===== src/rtl/alu_pkg.sv =====
// Shared opcode definitions for the pipelined integer ALU.
package alu_pkg;
  localparam int OP_WIDTH = 4;

  typedef enum logic [OP_WIDTH-1:0] {
    OP_ID  = 4'd0,
    OP_ADD = 4'd1,
    OP_SUB = 4'd2,
    OP_EQ  = 4'd3,
    OP_LT  = 4'd4,
    OP_GE  = 4'd5,
    OP_AND = 4'd6,
    OP_OR  = 4'd7,
    OP_XOR = 4'd8,
    OP_LTU = 4'd9,
    OP_GEU = 4'd10,
    OP_SLL = 4'd11,
    OP_SRL = 4'd12,
    OP_SRA = 4'd13
  } op_e;
endpackage


===== src/rtl/alu_core.sv =====
// Combinational ALU datapath. The sum/difference arrive precomputed so the
// pipe can register the subtractor ahead of the compare/flag logic.
module alu_core
  import alu_pkg::*;
#(
  parameter int DATA_WIDTH = 32
) (
  input  logic [OP_WIDTH-1:0]   op,
  input  logic [DATA_WIDTH-1:0] a,
  input  logic [DATA_WIDTH-1:0] b,
  input  logic [DATA_WIDTH-1:0] sum,
  input  logic [DATA_WIDTH-1:0] diff,
  output logic [DATA_WIDTH-1:0] res,
  output logic                  oflow
);
  localparam int SW = $clog2(DATA_WIDTH);
  localparam int M  = DATA_WIDTH - 1;

  logic          add_ov, sub_ov, lt, ltu;
  logic [SW-1:0] sh;

  assign add_ov = (a[M] == b[M]) && (sum[M] != a[M]);
  assign sub_ov = (a[M] != b[M]) && (diff[M] != a[M]);
  // two's-complement signed compare from the subtractor
  assign lt     = diff[M] ^ sub_ov;
  assign ltu    = a < b;
  assign sh     = b[SW-1:0];

  always_comb begin
    res   = '0;
    oflow = 1'b0;
    case (op)
      OP_ID:  res = a;
      OP_ADD: begin res = sum;  oflow = add_ov; end
      OP_SUB: begin res = diff; oflow = sub_ov; end
      OP_EQ:  res[0] = (a == b);
      OP_LT:  res[0] = lt;
      OP_GE:  res[0] = ~lt;
      OP_AND: res = a & b;
      OP_OR:  res = a | b;
      OP_XOR: res = a ^ b;
      OP_LTU: res[0] = ltu;
      OP_GEU: res[0] = ~ltu;
      OP_SLL: res = a << sh;
      OP_SRL: res = a >> sh;
      OP_SRA: res = $unsigned($signed(a) >>> sh);
      default: res = '0;
    endcase
  end
endmodule


===== src/rtl/alu_pipe.sv =====
// Pipelined ALU with valid/ready on both sides, a global-stall shift pipe,
// tag pass-through and a sticky signed-overflow flag.
module alu_pipe
  import alu_pkg::*;
#(
  parameter int DATA_WIDTH = 32,
  parameter int LATENCY    = 1,
  parameter int TAG_WIDTH  = 4
) (
  input  logic                  clk,
  input  logic                  reset,
  input  logic                  in_valid,
  output logic                  in_ready,
  input  logic [OP_WIDTH-1:0]   ctrl,
  input  logic [DATA_WIDTH-1:0] in0,
  input  logic [DATA_WIDTH-1:0] in1,
  input  logic [TAG_WIDTH-1:0]  in_tag,
  output logic                  out_valid,
  input  logic                  out_ready,
  output logic [DATA_WIDTH-1:0] out,
  output logic [TAG_WIDTH-1:0]  out_tag,
  output logic                  out_oflow,
  output logic                  oflow_sticky,
  input  logic                  clear_flags
);
  logic               advance;
  logic [LATENCY-1:0] vld_q;
  logic [LATENCY:0]   vld_pipe;

  assign advance   = ~out_valid | out_ready;
  assign in_ready  = advance;
  assign vld_pipe  = {vld_q, in_valid};
  assign out_valid = vld_pipe[LATENCY];

  always_ff @(posedge clk) begin
    if (reset)        vld_q <= '0;
    else if (advance) vld_q <= vld_pipe[LATENCY-1:0];
  end

  // Operand stage: loads every advancing cycle; bubble contents are don't-care.
  logic [OP_WIDTH-1:0]   op1;
  logic [DATA_WIDTH-1:0] a1, b1;
  logic [TAG_WIDTH-1:0]  tag1;

  always_ff @(posedge clk) begin
    if (reset) begin
      op1 <= '0; a1 <= '0; b1 <= '0; tag1 <= '0;
    end else if (advance) begin
      op1 <= ctrl; a1 <= in0; b1 <= in1; tag1 <= in_tag;
    end
  end

  logic [OP_WIDTH-1:0]   opc;
  logic [DATA_WIDTH-1:0] ac, bc, sumc, diffc, resc;
  logic [TAG_WIDTH-1:0]  tagc;
  logic                  ovc;

  if (LATENCY == 3) begin : g_sub_reg
    always_ff @(posedge clk) begin
      if (reset) begin
        opc <= '0; ac <= '0; bc <= '0; sumc <= '0; diffc <= '0; tagc <= '0;
      end else if (advance) begin
        opc <= op1; ac <= a1; bc <= b1; tagc <= tag1;
        sumc <= a1 + b1; diffc <= a1 - b1;
      end
    end
  end else begin : g_sub_comb
    assign opc   = op1;
    assign ac    = a1;
    assign bc    = b1;
    assign tagc  = tag1;
    assign sumc  = a1 + b1;
    assign diffc = a1 - b1;
  end

  alu_core #(.DATA_WIDTH(DATA_WIDTH)) u_core (
    .op   (opc),
    .a    (ac),
    .b    (bc),
    .sum  (sumc),
    .diff (diffc),
    .res  (resc),
    .oflow(ovc)
  );

  if (LATENCY == 1) begin : g_out_comb
    assign out       = resc;
    assign out_tag   = tagc;
    assign out_oflow = ovc;
  end else begin : g_out_reg
    always_ff @(posedge clk) begin
      if (reset) begin
        out <= '0; out_tag <= '0; out_oflow <= 1'b0;
      end else if (advance) begin
        out <= resc; out_tag <= tagc; out_oflow <= ovc;
      end
    end
  end

  // An overflowing transfer beats a same-cycle clear.
  always_ff @(posedge clk) begin
    if (reset)                                oflow_sticky <= 1'b0;
    else if (out_valid & out_ready & out_oflow) oflow_sticky <= 1'b1;
    else if (clear_flags)                     oflow_sticky <= 1'b0;
  end
endmodule


===== config.mk =====
export PLATFORM = sky130hd
export DESIGN_NAME = alu_pipe
export DESIGN_NICKNAME = d
export VERILOG_FILES = /design/src/rtl/alu_pkg.sv /design/src/rtl/alu_core.sv /design/src/rtl/alu_pipe.sv
export SDC_FILE = /design/constraint.sdc
export NUM_CORES = 1
export LEC_CHECK = 0
export CAP_MARGIN = 5
export CORE_ASPECT_RATIO = 0.9
export CORE_MARGIN = 10
export CORE_UTILIZATION = 41
export DETAILED_ROUTE_END_ITERATION = 10
export GPL_ROUTABILITY_DRIVEN = 0
export PLACE_DENSITY = 0.6
export SLEW_MARGIN = 20
export SYNTH_ARGS = -nofsm -noshare
export SYNTH_HDL_FRONTEND = slang
export SYNTH_SLANG_ARGS = --single-unit
export TNS_END_PERCENT = 10

===== constraint.sdc =====
create_clock -name clk -period 5.3 [get_ports clk]
set_input_delay 0.53 -clock clk [delete_from_list [all_inputs] [get_ports clk]]
set_output_delay 0.53 -clock clk [all_outputs]
set_load 0.02 [all_outputs]

==> results of run 1 <==
layer usage:
metal	vias up	track usage, %	routed length (um)
met4	0	11.8	2320
met3	161	6.14	5900
met5	-	0	0
met2	921	40.7	21600
li1	6364	-	-
met1	6526	38.0	21700
sequential cells by signal, summed over array words and instances, names as in the netlist:
signal	cells
a1	32
out_valid	1
b1	32
op1	4
oflow_sticky	1
out_tag	4
synth_stat cells, drive strengths merged, types with 25 or more instances:
| cell type | count | share of area (%) |
|---|---|---|
| nand2 | 291 | 9.3 |
| a21oi | 201 | 8.6 |
| nor2 | 116 | 3.7 |
| ha | 112 | 12 |
| o21ai | 109 | 4.7 |
| inv | 107 | 3.4 |
| clkbuf | 92 | 3.0 |
| dfxtp | 74 | 13 |
| mux2i | 55 | 4.7 |
| buf | 49 | 2.1 |
| a221oi | 26 | 1.9 |
| a211oi | 25 | 1.8 |
| mux4 | 25 | 4.8 |
tightest hold or removal path, delay by kind of cell, from the launching register on:
family	cells	cell delay, ns
AND/OR/NAND/NOR	1	0.05
AO/OA/AOI/OAI	1	0.05
flip-flops	1	0.31
logic make-up after synthesis:
family	count (synthesis)
multiplexers	99
buffers and inverters	251
XOR/XNOR	2
AND/OR/NAND/NOR	542
AO/OA/AOI/OAI	612
flip-flops	74
adder cells (fa/ha/maj)	115
layout make-up:
class	count	area [sq um]	area share, %
clock buffer	10	229	1.64
multi-input combinational	1370	9320	66.9
sequential	74	1490	10.7
inverter	110	413	2.96
tap	360	450	3.23
clock inverter	5	80.1	0.575
timing repair buffer	223	1950	14.0
worst min-delay path by stage:
| stage | start | end | cells after the start |
|---|---|---|---|
| 2_1_floorplan | b1[16] | b1[16] | 2 |
| 3_3_place_gp | out_tag[1] | out_tag[1] | 2 |
| 3_5_place_dp | out_tag[1] | out_tag[1] | 2 |
| 4_1_cts | out_tag[1] | out_tag[1] | 2 |
| 5_1_grt | out_tag[1] | out_tag[1] | 2 |
| 6_report | out_tag[2] | out_tag[2] | 2 |
metrics by stage:
stage,power (mW),hold WS [ns],worst slack [ns]
after detailed placement,2.05,0.443,-0.0640
after global routing,2.91,0.463,-0.118
final,2.78,0.449,0.0422
after floorplan,1.50,0.449,0.0339
after global placement,2.04,0.439,-0.00286
after CTS,2.74,0.452,0.0104
where the power goes:
| group | internal [mW] | switching (mW) |
|---|---|---|
| Sequential | 0.592 | 0.0402 |
| Clock | 0.409 | 0.275 |
| Combinational | 0.575 | 0.891 |
what timing repair did:
action | in CTS | in global routing
resized for setup | 10 | 8
pin swaps | 3 | 1
endpoints found under the setup margin | 3 | 5
hold buffers | 0 | 0
buffers inserted | 1 | 0
==> out/results.txt, run 1 <==
The tools report the latest clock arrival within the worst-skew pair as 0.37 ns. Critical setup path kind: flop to output pin. The maximum single-stage delay on the critical path came out at 0.52 ns.

The clock drives 74 sinks. The final clock skew came out at 0.00538 ns. In this run the vertical extent of the chip is 180 um.

The number of placed I/O pins is 117. In the global route stage, overall resource usage came out at 27.7%. In the synthesized netlist the async set-or-reset flop fraction comes to 0%.

Net count after synthesis: 1887. From synthesis to final layout, the design area changed by 18.9%. The beginning of the worst register-to-register path was a1[1]. Grouping stages by cell kind, the critical path spends the most delay in compound AO/OA/AOI/OAI gates. The flow ran to the end, and the final reports show no timing, DRC or antenna violations.

The critical path ends at out[31]. The number of antenna diodes in the final layout is 0. After clock tree synthesis, the clock-pin slew on the worst setup and hold paths is 0.06 ns. TritonCTS built the clock tree. In this run the tool buffered the top-level ports with 116 buffer cells. The half-perimeter wire length after detailed placement is 39100 um.

The max-slew violation count was 0; the core utilization of the finished layout was 49.6%. After synthesis, the largest family of logic cells by area is compound AO/OA/AOI/OAI gates. After detailed placement, the total cell area comes to 0.0136 sq mm.

After detailed placement, the design holds a cell count of 2136. The initial core utilization is 41.7%. The mean number of vias per cell works out to 6.49.

Cell area after synthesis: 0.0117 sq mm. At the worst endpoint, the required time is 4.77 ns. The relative slew slack is 36.8%.

The run gives 0.000194 V as the largest vdd supply drop. The signal on the critical path passes through inv_1 > ha_1 > o21bai_4 > a2111oi_2 > o41ai_2 > nand4_1 > nand3_2 > nor2_1 > o41ai_2 > a21oi_1 > o21bai_1 > fa_1 > a2111oi_2 > o21ai_0 > or4_1 > dlygate4sd2_1. The tool flagged a number of max-cap violations equal to 0. The number of filler cells placed in the layout was 2832; the number of flops mapped to enable cells by yosys was 0.

The remaining antenna violation count was 0; the maximum fanout count along the critical path was 4. Of the total synthesized cell area, the portion taken by AND, OR, NAND and NOR gates is 20.4%. At the pin with the least slew margin, the transition time is 0.948 ns. The data arrival time at the worst-slack endpoint came out at 4.73 ns. The floorplan step set the die width to 198 um. In this run the static leakage power is 5.72 nW. The highest-delay cell along the critical path is sky130_fd_sc_hd__or4_1. The tools report the sequential element share of the synthesized area as 12.6%.

The logic depth of the worst setup path including buffers works out to 16. The synthesized netlist devotes 0.150% of its cell area to XOR and XNOR gates. For this design the ratio of total power to cell area is 200 mW/mm^2. The critical path starts at a1[1]. The average instance in the mapped netlist occupies 6.91 sq um.

The compound-gate portion of the synthesized area was 34.4%; the yosys synthesis warning count was 0. Most used flip-flop cell after synthesis: sky130_fd_sc_hd__dfxtp_1. The via total after detailed routing came out at 14.0k. Setup repair after global routing could not meet its margin everywhere. The logs give 0 for the number of remaining DRC errors and 78300 um for the first-pass GRT wire length. Entering global routing, the biggest net connects 76 pins.

Summed over all failing endpoints, the final setup total negative slack is 0 ns. The clock passes through at most 2 buffers. Synthesis inferred 74 register bits. The maximum level of the CTS H-tree came out at 3. The post-layout minimum cycle time works out to 5.26 ns. CTS placed an instance of sky130_fd_sc_hd__clkbuf_16 at the clock tree root.

The library cell used most frequently in the layout, excluding fill and tap cells, is sky130_fd_sc_hd__nand2_1. Class of the most critical hold timing path: flop to flop. The initial antenna violation count was 0; the share of post-route cells with drive strength above 1 was 12.2%.

The number of rows created at floorplan was 58. The finished layout holds 2152 standard cells, fillers aside. Global routing finished with a remaining overflow of 0. The number of buffers and inverters on the critical path is 2. The die covers 0.0357 sq mm. The number of hold violations in the final report is 0. In this run the critical register-to-register path is captured at oflow_sticky. The run gives 1695 as the gate count of the mapped netlist. After floorplanning, the core was sized to cover 0.0281 sq mm. Wires add up to 51500 um. Summing the areas of all fa, ha and maj instances in the mapped netlist gives 12.5% of the synthesized area. STA classifies the critical path endpoint as an output pin.

Setup violations remaining at the end of the flow were counted as 0. The nature of the critical path startpoint was a flop. The final design area excluding fillers is 0.0139 sq mm. The first routing iteration left 2554 violations. The routed length per instance is 23.9 um, and the number of iterations in the first detailed-routing pass is 7.

Number of global-route vias before repair: 13.0k. The path depth of the worst reg2reg path was 17. For the maximum frequency from static timing analysis, the log shows 0.190 GHz. The logs give 93 for the number of library cell types mapped by synthesis and 9 for the number of clock buffers inserted by TritonCTS. For this run, the post-layout net count is 1980. The worst register-to-register path has a setup slack of 0.98 ns.

After layout, the worst path uses 99.2% of the clock period. Leaving out fill and tap cells, the most frequent cells in the layout are 291 x sky130_fd_sc_hd__nand2_1, 201 x sky130_fd_sc_hd__a21oi_1, 115 x sky130_fd_sc_hd__nor2_1, 112 x sky130_fd_sc_hd__ha_1, 112 x sky130_fd_sc_hd__clkdlybuf4s50_1. Mux share of post-synthesis cell area: 11.3%.
No activity file was read; power rests on OpenSTA's default activity.
==> run 2, diff against run 1 <==
- SKIP_LAST_GASP: default -> 1
==> out/results.txt, run 2 (synthesis gave the netlist of run 1 again) <==
The flow ran to the end, and the final reports show no timing, DRC or antenna violations. The most common library cell in the layout ignoring fill and taps is sky130_fd_sc_hd__nand2_1. The synthesis-to-layout area growth was 19.1%; the number of iterations in the first detailed-routing pass was 6.

Routed length per instance: 24.0 um. In this run the clock root is driven by a sky130_fd_sc_hd__clkbuf_16. Registers are responsible for 22.7% of the overall power. For this design, the sink count on the clock tree is 74.

The critical path starts at b1[1]. Summed over all layers, the global routing overflow is 0. Path depth of the worst reg2reg path: 17. CTS built an H-tree with a depth of 3. STA classifies the critical path endpoint as an output pin. Setup repair after global routing could not meet its margin everywhere. Clock latency on the worst-skew pair, taken at its later pin, is 0.36 ns.

Die outline height: 180 um. The worst setup path is of the flop to output pin kind. The run gives 2 as the maximum buffer depth of the clock tree. The multi-input combinational cells in the finished layout cover a total of 0.00934 sq mm. For this run, design rule violations remaining after detail routing come to 0. The critical path contains buffers and inverters numbering 4 combined. For the final clock skew, the log shows 0.00549 ns. The via total after detailed routing was 14.0k.

The worst-case IR drop observed on VDD is 0.000194 V. The layout has 2821 filler cells. At the placement stage, the worst setup path has a slack of -0.0640 ns.

For the pin with the worst max-slew slack, the measured transition is 0.941 ns. Summed over all cells, the static leakage comes to 5.72 nW. For this design, the slowest cell found on the critical path is sky130_fd_sc_hd__clkdlybuf4s50_1.

The logs give 0 for the number of hold violations in the final report and 76 for the maximum number of pins on one net before global-route repair. The cell that appears most often on the critical path is sky130_fd_sc_hd__buf_4. The run gives 0.0281 sq mm as the standard cell core area. In the layout the commonest cells are 291 x sky130_fd_sc_hd__nand2_1, 201 x sky130_fd_sc_hd__a21oi_1, 115 x sky130_fd_sc_hd__nor2_1, 112 x sky130_fd_sc_hd__clkdlybuf4s50_1, 111 x sky130_fd_sc_hd__ha_1. STA classifies the critical path startpoint as a flop. STA puts the critical path data required time at 4.77 ns. The smallest clock period supported by the final layout is computed as 5.28 ns.

0 antenna diodes ended up in the layout. The logic depth of the worst setup path including buffers was 14; the floorplan die area was 0.0357 sq mm. In this run the worst setup path terminates at out[30]. Measured against its own limit, the worst slew margin works out to 37.3%. The internal portion of the total power is 1.58 mW. The routed design has 51600 um of wire. Of the cells placed in the final design, the portion with a size suffix greater than 1 is 12.3%. In this run the critical register-to-register path is launched from a1[1].

The initial antenna violation count is 0, and the switching part of the total power is 43.3%. After the flow finishes, the layout carries non-filler instances totaling 2153. The clock network burns 24.5% of the power. In this run the power density over the cells is 200 mW/mm^2. In this run the critical register-to-register path is captured at oflow_sticky. Buffers inserted during clock tree synthesis total 9. For the total setup violations reported at the end of the flow, the log shows 0. The number of rows created at floorplan is 58, and the mean number of vias per cell is 6.51. The wire-length estimate of the detail-placed layout is 39100 um. Walking the worst path, the cells encountered are inv_1 > buf_4 > buf_4 > fa_1 > or3b_2 > a31oi_1 > o41a_2 > o21ai_0 > a21oi_1 > a21boi_2 > o221ai_1 > o21a_1 > o21ai_1 > clkdlybuf4s50_1.

The final period utilization is 99.7%. The proportion of power drawn by combinational gates was 52.8%. Once routing completed, OpenROAD measured the worst setup slack at 0.0170 ns. The cell family contributing the most delay on the critical path is compound AO/OA/AOI/OAI gates.

The clock-pin slew reported for the worst setup and hold paths after clock tree synthesis came out at 0.06 ns. The net count of the finished layout is 1981. The run gives 13.0k as the number of global-route vias before repair. The die is 198 um wide. For the max-slew violation count, the log shows 0. For this design the total switching power over the nets is 1.21 mW.

The reg-to-reg setup timing slack came out at 0.86 ns. Data arrives at the worst endpoint at 4.75 ns. The initial utilization of the core area, before any placement, comes to 41.7%. The number of max-cap violations is 0, and the maximum single-stage delay on the critical path is 0.64 ns. Registers take 0.00149 sq mm. Class of the most critical hold timing path: flop to flop. The number of port buffers is 116. In this run the most critical hold path is launched from out_tag[2].

Maximum fanout count along the critical path: 14. Timing would allow up to 0.189 GHz. The number of placed instances with taps included came out at 2136.

In this run the count of I/O pins placed on the die edge is 117. The largest registers in the layout are a1 (32), b1 (32). The first global-routing pass estimated 78300 um of wire.

The first routing iteration left 2641 violations. The logs give 0 for the remaining antenna violation count and 27.7% for the global-route usage over all layers. TritonCTS built the clock tree. The core utilization of the finished layout came out at 49.7%. The setup TNS is 0 ns.
## run 2: timing repair
item | in CTS | in global routing
hold buffers | 0 | 0
resized for setup | 7 | 15
endpoints found under the setup margin | 3 | 5
setup buffers | 1 | 1
pin swaps | 2 | 9
## run 2: worst min path at each step
stage	end	slack (ns)	depth (start not counted)
finish	out_tag[2]	0.45	2
global route	out_tag[1]	0.46	2
CTS	out_tag[1]	0.45	2
detailed placement	out_tag[1]	0.44	2
global placement	out_tag[1]	0.44	2
floorplan	b1[16]	0.45	2
## run 2: worst min-delay path: stages, from the launching register on
cell and delay (ns):
sky130_fd_sc_hd__dfxtp_1 0.31, sky130_fd_sc_hd__nand2_1 0.05, sky130_fd_sc_hd__a21oi_1 0.05
## run 2: layout make-up
class	instances	area share (%)
Multi-Input combinational cell	1370	66.9
Timing Repair Buffer	224	14.0
Sequential cell	74	10.7
Tap cell	360	3.23
Inverter	110	2.96
Clock buffer	10	1.64
Clock inverter	5	0.574
## run 2: power groups by stage
stage | registers [mW] | clock network, mW | logic, mW
2_1_floorplan | 0.645 | 0 | 0.858
3_3_place_gp | 0.642 | 0 | 1.40
3_5_place_dp | 0.644 | 0 | 1.40
4_1_cts | 0.631 | 0.696 | 1.41
5_1_grt | 0.638 | 0.717 | 1.56
6_report | 0.633 | 0.681 | 1.47
## run 2: stage by stage
step           hold slack [ns]  instance area [sq um]  total power [mW]
5_1_grt                  0.463                  14000              2.92
2_1_floorplan            0.449                  11700              1.50
3_5_place_dp             0.443                  13600              2.05
3_3_place_gp             0.439                  13600              2.04
4_1_cts                  0.452                  13900              2.74
6_report                 0.449                  14000              2.79
## run 2: layer usage
metal / global-route usage (%) / routed length [um]
met5: 0 / 0
met1: 38.0 / 21300
met4: 11.8 / 2470
met2: 40.7 / 21600
met3: 6.14 / 6240
